==> src/rtl/victim_cache_ctrl_pkg.sv <==
// Shared types for the L1 miss sequencer: FSM state encoding and refill source codes.
// Pure declarations; no latency or backpressure of its own.
package RVS192_package;

    typedef enum logic [2:0] {
        IDLE      = 3'd0,
        VC_REFILL = 3'd1,
        L2_FETCH  = 3'd2,
        WB        = 3'd3,
        INSERT    = 3'd4,
        DONE      = 3'd5
    } vcc_state_e;

    localparam logic REFILL_SRC_L2 = 1'b0;
    localparam logic REFILL_SRC_VC = 1'b1;

    // Where to go once the L1 line has been refilled: a dirty victim goes through L2 first,
    // a clean victim goes straight into the VC, and with no victim there is nothing to insert.
    function automatic vcc_state_e after_refill(input logic victim_valid, input logic victim_dirty);
        if (victim_valid && victim_dirty) begin
            return WB;
        end else if (victim_valid) begin
            return INSERT;
        end
        return DONE;
    endfunction

endpackage

==> src/rtl/victim_cache_ctrl_swap_buffer.sv <==
// Swap buffer holding the evicted L1 line (tag + data) while L1 is refilled.
// Loads in one cycle on load_en; no backpressure, contents held until the next load or reset.
module vc_swap_buffer #(
    parameter int SLOT         = 4,
    parameter int DATA_LENGTH  = 32,
    parameter int VCTAG_LENGTH = 26
) (
    input  logic                          clk_l1,
    input  logic                          rst_n,
    input  logic                          load_en,
    input  logic [VCTAG_LENGTH-1:0]       tag_in,
    input  logic [SLOT*DATA_LENGTH-1:0]   data_in,
    output logic [VCTAG_LENGTH-1:0]       tag_out,
    output logic [SLOT*DATA_LENGTH-1:0]   data_out
);

    logic [VCTAG_LENGTH-1:0]     tag_q,  tag_d;
    logic [SLOT*DATA_LENGTH-1:0] data_q, data_d;

    always_comb begin
        tag_d  = tag_q;
        data_d = data_q;
        if (load_en) begin
            tag_d  = tag_in;
            data_d = data_in;
        end
    end

    always_ff @(posedge clk_l1 or negedge rst_n) begin
        if (!rst_n) begin
            tag_q  <= '0;
            data_q <= '0;
        end else begin
            tag_q  <= tag_d;
            data_q <= data_d;
        end
    end

    assign tag_out  = tag_q;
    assign data_out = data_q;

endmodule

==> src/rtl/victim_cache_ctrl.sv <==
// L1 miss sequencer: VC lookup result -> refill (VC or L2) -> dirty writeback -> victim insert -> done.
// VC hit done at +3, L2 refill on l2_ack then done +2 (clean victim); waits indefinitely on l2_ack/wb_ack, ignores miss_req while busy.
module victim_cache_ctrl
    import RVS192_package::*;
#(
    parameter int SLOT         = 4,
    parameter int DATA_LENGTH  = 32,
    parameter int VCTAG_LENGTH = 26,
    parameter int CNT_WIDTH    = 16
) (
    input  logic                          clk_l1,
    input  logic                          rst_n,
    input  logic                          miss_req,
    output logic                          miss_ready,
    input  logic                          victim_valid,
    input  logic                          victim_dirty,
    input  logic [VCTAG_LENGTH-1:0]       victim_tag,
    input  logic [SLOT*DATA_LENGTH-1:0]   victim_data,
    input  logic                          vc_hit,
    output logic                          vc_wen,
    output logic [VCTAG_LENGTH-1:0]       vc_tag_out,
    output logic [SLOT*DATA_LENGTH-1:0]   vc_data_out,
    output logic                          l2_req,
    input  logic                          l2_ack,
    output logic                          wb_req,
    input  logic                          wb_ack,
    output logic                          refill_en,
    output logic                          refill_src,
    output logic                          miss_done,
    output logic [CNT_WIDTH-1:0]          vc_hit_cnt,
    output logic [CNT_WIDTH-1:0]          miss_cnt
);

    localparam logic [CNT_WIDTH-1:0] CNT_MAX = '1;
    localparam logic [CNT_WIDTH-1:0] CNT_ONE = {{(CNT_WIDTH-1){1'b0}}, 1'b1};

    vcc_state_e state_q, state_d;

    logic victim_valid_q, victim_valid_d;
    logic victim_dirty_q, victim_dirty_d;
    logic hit_q,          hit_d;

    logic l2_req_q,     l2_req_d;
    logic wb_req_q,     wb_req_d;
    logic refill_vc_q,  refill_vc_d;
    logic refill_src_q, refill_src_d;
    logic vc_wen_q,     vc_wen_d;
    logic miss_done_q,  miss_done_d;
    logic miss_ready_q, miss_ready_d;

    logic [CNT_WIDTH-1:0] vc_hit_cnt_q, vc_hit_cnt_d;
    logic [CNT_WIDTH-1:0] miss_cnt_q,   miss_cnt_d;

    logic buf_load;
    logic accept;

    assign accept = (state_q == IDLE) && miss_req;

    always_comb begin
        state_d        = state_q;
        victim_valid_d = victim_valid_q;
        victim_dirty_d = victim_dirty_q;
        hit_d          = hit_q;
        vc_hit_cnt_d   = vc_hit_cnt_q;
        miss_cnt_d     = miss_cnt_q;
        buf_load       = 1'b0;

        case (state_q)
            IDLE: begin
                if (accept) begin
                    buf_load       = 1'b1;
                    victim_valid_d = victim_valid;
                    victim_dirty_d = victim_dirty;
                    hit_d          = vc_hit;
                    miss_cnt_d     = (miss_cnt_q == CNT_MAX) ? miss_cnt_q : miss_cnt_q + CNT_ONE;
                    state_d        = vc_hit ? VC_REFILL : L2_FETCH;
                end
            end
            VC_REFILL: begin
                if (hit_q) begin
                    vc_hit_cnt_d = (vc_hit_cnt_q == CNT_MAX) ? vc_hit_cnt_q : vc_hit_cnt_q + CNT_ONE;
                end
                state_d = after_refill(victim_valid_q, victim_dirty_q);
            end
            L2_FETCH: begin
                if (l2_ack) begin
                    state_d = after_refill(victim_valid_q, victim_dirty_q);
                end
            end
            WB: begin
                if (wb_ack) begin
                    state_d = INSERT;
                end
            end
            INSERT:  state_d = DONE;
            DONE:    state_d = IDLE;
            default: state_d = IDLE;
        endcase

        // Registered outputs are a pure function of the state being entered.
        l2_req_d     = (state_d == L2_FETCH);
        wb_req_d     = (state_d == WB);
        refill_vc_d  = (state_d == VC_REFILL);
        refill_src_d = (state_d == VC_REFILL) ? REFILL_SRC_VC : REFILL_SRC_L2;
        vc_wen_d     = (state_d == INSERT);
        miss_done_d  = (state_d == DONE);
        miss_ready_d = (state_d == IDLE);
    end

    always_ff @(posedge clk_l1 or negedge rst_n) begin
        if (!rst_n) begin
            state_q        <= IDLE;
            victim_valid_q <= 1'b0;
            victim_dirty_q <= 1'b0;
            hit_q          <= 1'b0;
            l2_req_q       <= 1'b0;
            wb_req_q       <= 1'b0;
            refill_vc_q    <= 1'b0;
            refill_src_q   <= REFILL_SRC_L2;
            vc_wen_q       <= 1'b0;
            miss_done_q    <= 1'b0;
            miss_ready_q   <= 1'b1;
            vc_hit_cnt_q   <= '0;
            miss_cnt_q     <= '0;
        end else begin
            state_q        <= state_d;
            victim_valid_q <= victim_valid_d;
            victim_dirty_q <= victim_dirty_d;
            hit_q          <= hit_d;
            l2_req_q       <= l2_req_d;
            wb_req_q       <= wb_req_d;
            refill_vc_q    <= refill_vc_d;
            refill_src_q   <= refill_src_d;
            vc_wen_q       <= vc_wen_d;
            miss_done_q    <= miss_done_d;
            miss_ready_q   <= miss_ready_d;
            vc_hit_cnt_q   <= vc_hit_cnt_d;
            miss_cnt_q     <= miss_cnt_d;
        end
    end

    vc_swap_buffer #(
        .SLOT         (SLOT),
        .DATA_LENGTH  (DATA_LENGTH),
        .VCTAG_LENGTH (VCTAG_LENGTH)
    ) u_swap_buffer (
        .clk_l1   (clk_l1),
        .rst_n    (rst_n),
        .load_en  (buf_load),
        .tag_in   (victim_tag),
        .data_in  (victim_data),
        .tag_out  (vc_tag_out),
        .data_out (vc_data_out)
    );

    // The L2 refill strobe has to land in the ack cycle itself, so it cannot be registered.
    assign refill_en  = refill_vc_q | (l2_req_q & l2_ack);
    assign refill_src = refill_src_q;
    assign l2_req     = l2_req_q;
    assign wb_req     = wb_req_q;
    assign vc_wen     = vc_wen_q;
    assign miss_done  = miss_done_q;
    assign miss_ready = miss_ready_q;
    assign vc_hit_cnt = vc_hit_cnt_q;
    assign miss_cnt   = miss_cnt_q;

endmodule

==> config.mk <==
export PLATFORM = sky130hd
export DESIGN_NAME = victim_cache_ctrl
export DESIGN_NICKNAME = d
export VERILOG_FILES = /design/src/rtl/victim_cache_ctrl_pkg.sv /design/src/rtl/victim_cache_ctrl_swap_buffer.sv /design/src/rtl/victim_cache_ctrl.sv
export SDC_FILE = /design/constraint.sdc
export NUM_CORES = 1
export LEC_CHECK = 0
export ABC_AREA = 1
export CORE_UTILIZATION = 46
export DETAILED_ROUTE_END_ITERATION = 8
export PLACE_DENSITY_LB_ADDON = 0.08
export SYNTH_ARGS = -nofsm -noshare
export SYNTH_HDL_FRONTEND = slang
export SYNTH_SLANG_ARGS = --single-unit
==> constraint.sdc <==
create_clock -name clk_l1 -period 2.5 [get_ports clk_l1]
set_clock_uncertainty 0.1 [all_clocks]
set_input_delay 0.25 -clock clk_l1 [delete_from_list [all_inputs] [get_ports clk_l1]]
set_output_delay 0.25 -clock clk_l1 [all_outputs]
set_load 0.005 [all_outputs]
Yosys cells after proc, flatten, opt, wreduce, memory -nomap -nowiden
Index checks and enable logic that the tools add are counted.
{ "totals": {"reg_bits": 199, "input_bits": 162, "out_inout_bits": 193} }
{ "classes": {"add_sub_neg": 2, "n_eq_ne": 11, "n_mux": 17, "bitwise": 4, "n_reduce_logical": 7} }
{ "op_table": {"columns": ["operator", "count"], "rows": [
  ["16-bit by 1-bit adder with 16-bit output, second input constant", 2],
  ["16-bit == test, second input constant", 2],
  ["3-bit 2-to-1 mux", 7],
  ["3-bit case mux with 5 select lines", 1],
  ["3-bit by 2-bit == test with 1-bit output, second input constant", 4],
  ["3-bit == test, second input constant", 3],
  ["1-bit 2-to-1 mux", 8],
  ["3-bit by 1-bit == test with 1-bit output, second input constant", 2],
  ["3-bit zero test", 2],
  ["3-bit AND reduction", 2],
  ["1-bit logical AND", 2],
  ["2-bit 2-to-1 mux", 1],
  ["1-bit NOT", 2],
  ["2-bit AND reduction", 1],
  ["1-bit AND", 1],
  ["1-bit OR", 1]
]} }

Depth between registers and ports, before layout
{ "depth": {"word_depth": 9, "ltp_mapped": 11, "depth_no_buf": 10} }

Cells and area by module
Synthesis repeated with hierarchy kept, for this count alone.
{ "unflattened": {"cells_unflattened": 999, "area_unflattened_um2": 8295.5} }
{ "by_module_without_submodules": {"columns": ["mod", "n_inst", "cells_each", "area_each_um2", "seq_area_each_um2"], "rows": [
  ["vc_swap_buffer", 1, 650, 5763.0, 3853.7],
  ["victim_cache_ctrl", 1, 349, 2532.4, 1102.3]
]} }

Worst setup path before layout
OpenSTA, ideal clock, no wires.
{ "synth_timing": {"kind": "register -> register", "startpoint": "register vc_hit_cnt_q[0] (netlist: vc_hit_cnt[0])", "endpoint": "register vc_hit_cnt_q[12] (netlist: vc_hit_cnt[12])", "setup_time_ns": 0.116, "arrival_ns": 1.384, "required_ns": 2.284, "path_slack_ns": 0.899, "stages_incl_launch_ff": 10, "path_buffers": 1, "synth_period_minus_slack_ns": 1.601, "path_cell_list": "dfrtp_1 ha_1 nand3_4 nor2_8 nand4_4 nand2_4 inv_2 buf_6 nand2_1 nand2_1"} }
{ "synth_via": {"elab_chain_len": 3, "elab_cells_between_ends": 4} }
{ "synth_lines": {"columns": ["element", "line_no", "rtl"], "rows": [
  ["start: declaration", "victim_cache_ctrl.sv:51", "logic [CNT_WIDTH-1:0] vc_hit_cnt_q, vc_hit_cnt_d;"],
  ["start signal: assignment", "victim_cache_ctrl.sv:137", "vc_hit_cnt_q <= vc_hit_cnt_d;"],
  ["branches (longest 3 deep; another with 16-bit by 1-bit adder with 16-bit output)", null, null]
]} }
Several ways; the timed one is not identified.
A chain may end at the register's enable or synchronous reset.

Worst setup path after layout
{ "layout_timing": {"startpoint": "register miss_cnt_q[3] (netlist: miss_cnt[3])", "endpoint": "output port miss_cnt[3]"} }
{ "layout_rtl": {"columns": ["element", "line_no", "rtl"], "rows": [
  ["start: declaration", "victim_cache_ctrl.sv:52", "logic [CNT_WIDTH-1:0] miss_cnt_q, miss_cnt_d;"],
  ["start signal: assignment", "victim_cache_ctrl.sv:138", "miss_cnt_q <= miss_cnt_d;"],
  ["end: declaration", "victim_cache_ctrl.sv:31", "output logic [CNT_WIDTH-1:0] miss_cnt"]
]} }
No word-level cell between the ends.

==> impl_results.md <==
* Core area at 0.0175 mm^2
* Cell variety after synth at 29
* Status: completed
* CP required at 2.15 ns
* Compound-gate portion of the synthesized area at 0.691%
* Die Wd at 137 um
* EDFF count, synth at 0
* GRT Overall Usage at 26.4%
* Area occupied by multi-input gates at 0.00301 mm^2
* CTS Buf Count at 17
* H-tree depth at 4
* First-pass GRT wire length at 37300 um
* Drt wl/cell at 15.5 um
* Row count at 48
* Area of the die at 0.0186 mm^2
* CTS tree: built
* Vias in the first global route at 7173
* PD cells at 1080 mW/mm^2
* Total power at 13.6 mW
* Initial antenna violation count at 1
* Reg area at 0.00496 mm^2
* RSZ-0062 raised after global routing: false
* Crit. End Element: output pin
* Clock sinks at 198
* Postcts setup bufs at 0
* Worst path top cell family by delay: buffers and inverters
* Design area at 0.0126 mm^2
* Iteration-0 DRC Markers at 386
* Slowest stage delay, CP at 0.58 ns
* Finish-stage setup viols at 0
* Share of flip-flops with an asynchronous set or reset at 100%
* Area delta synth->final at 51.7%
* XOR/XNOR Fraction of Synth Area at 2.10%
* Fin cells at 1576
* Cell count after synthesis at 993
* Final period util at 74.2%
* Top cell type by total area after synthesis: dfrtp_1
* DRC at 0
* Clk root buf: clkbuf_16
* Mux share of post-synthesis cell area at 0%
* Worst-path maximum fanout at 7
* Largest net degree at the start of global routing at 129
* Post-synthesis adder-cell area fraction at 0.301%
* CTS Buffer Depth at 2
* Tmin final at 1.86 ns
* DP HPWL at 17600 um
* Primary FF master, synth: dfrtp_1
* Worst-Skew Late Latency at 0.43 ns
* Final core occ at 72.3%
* Die Y at 137 um
* Main combinational cell family by area after synthesis: simple AND/OR/NAND/NOR gates
* Syn_nets at 1157
* Vias post-DR at 7527
* Commonest cells post-synth: nand2_1, dfrtp_1, nor2_1
* Post-cts resize count at 0
* #FFs+latches synth at 198
* CP Cell Sequence: clkdlybuf4s50_1
* WS Path Type: flip-flop to output pin
* Drt pass-1 iters at 4
* Simple-gate portion of the synthesized area at 33.0%
* Number of vias per cell at 4.78
* Initial Util at 47.6%
* Grt total ovfl at 0
* Nets at 1502
* Synth top area share at 59.2%
* Clock slew at reported path FFs at 0.07 ns
* Most frequent cell after synthesis: nand2_1
* Static Leak at 6.20 nW
* Syn avg cell area at 8.38 um^2
* Routability congestion estimate from global placement at 0.870
* Filler instances at 1398
* Hold Path Class: input pin to flip-flop
* Ys Warns at 0
* Port bufs at 354
* Share of layout cells above drive strength 1 at 4.45%
* I/O pin count at 355
* Reg-to-reg slack, setup at 0.65 ns
* Max Clk Rate at 539 MHz
* Setup TNS at 0 ns
* Final wirelength at 24400 um
* Max-capacitance violation count at 0
* Worst VDD drop at 0.549 mV
* Slew margin rel. at 58.2%
* Final Max Slew Viols at 0
* Placed cell area at 0.0121 mm^2
* Synth top area cells: dfrtp_1, nand2_1, xnor2_1
* Mapped Area at 0.00833 mm^2
* Startpoint types: flip-flop
* Inst Count DP at 1543
* Worst slew pin tran at 0.626 ns
* Max stage delay cell, worst path: clkdlybuf4s50_1
* Worst EP arrival at 1.51 ns
* Fin. Hold Viols at 0
* Crit path buffers/inverters at 1
* Sequential-to-total area share from yosys stat at 59.5%
* ANT nets after route at 0
worst reg2reg max path, delay by kind of cell, from the launching register on:
| family | cells | cell delay (ns) |
|---|---|---|
| adders and majority gates | 1 | 0.26 |
| buffers and inverters | 3 | 0.30 |
| DFF | 1 | 0.43 |
| and+or+nand+nor | 6 | 0.65 |
per-layer routing:
metal | global-route usage [%] | wire, um
met1 | 30.4 | 9410
met2 | 45.1 | 12200
met3 | 8.78 | 2100
met4 | 11.0 | 658
met5 | 0 | 0
report_power, final:
group,total (mW),internal (mW),switching [mW]
registers,5.32,4.52,0.796
clock network,2.66,1.45,1.21
logic,5.64,3.14,2.51
flip-flops by register name, indices dropped and copies added (netlist names):
| register | flops |
|---|---|
| victim_dirty_q | 1 |
| wb_req | 1 |
| state_q | 3 |
| hit_q | 1 |
| victim_valid_q | 1 |
| miss_ready | 1 |
| miss_cnt | 16 |
| vc_wen | 1 |
| vc_hit_cnt | 16 |
| u_swap_buffer.tag_out | 26 |
| miss_done | 1 |
| u_swap_buffer.data_out | 128 |
| l2_req | 1 |
| refill_src | 1 |
metrics by stage:
stage / worst slack, ns / hold slack, ns
global route: 0.511 / 0.240
global placement: 0.708 / 0.150
floorplan: 0.899 / -0.146
detailed placement: 0.664 / 0.155
CTS: 0.643 / 0.235
finish: 0.644 / 0.239
cells in the final DEF, fill, tap and decap left out, types with 7 or more instances in the layout:
cell type and count:
inv_1 26, xnor2_1 18, nand4_1 7, o21ai_0 10
nand3_1 18, nor2_1 34, dfrtp_1 197, clkdlybuf4s50_1 353
clkbuf_16 17, nand2_1 616
cell type report:
cell class / instances / area share [%]
sequential: 198 / 39.2
antenna: 2 / 0.0396
clock inverter: 10 / 0.763
timing repair buffer: 364 / 29.2
tap: 225 / 2.23
clock buffer: 20 / 3.69
inverter: 33 / 1.00
multi-input combinational: 724 / 23.9
final timing paths:
check	start	endpoint	cells after the start
max	miss_cnt[3]	miss_cnt[3]	1
min	victim_data[75]	u_swap_buffer.data_out[75]	3
max reg2reg	miss_cnt[0]	miss_cnt[9]	10
min reg2reg	u_swap_buffer.data_out[103]	u_swap_buffer.data_out[103]	2
max in group asynchronous	rst_n	u_swap_buffer.tag_out[11]	3
min in group asynchronous	rst_n	u_swap_buffer.data_out[108]	2
repair_timing:
action,4_1_cts,5_1_grt
endpoints found under the setup margin,0,0
hold endpoints to repair,50,0
hold buffers,1,0
cells by family (layout without fill, tap and decap cells):
family	after synthesis	after routing
flip-flops	198	198
AND/OR/NAND/NOR	691	691
XOR/XNOR	20	20
other	0	2
adder cells (fa/ha/maj)	2	2
AO/OA/AOI/OAI	11	11
buffers and inverters	71	427
Power figures use the tool's default switching activity.
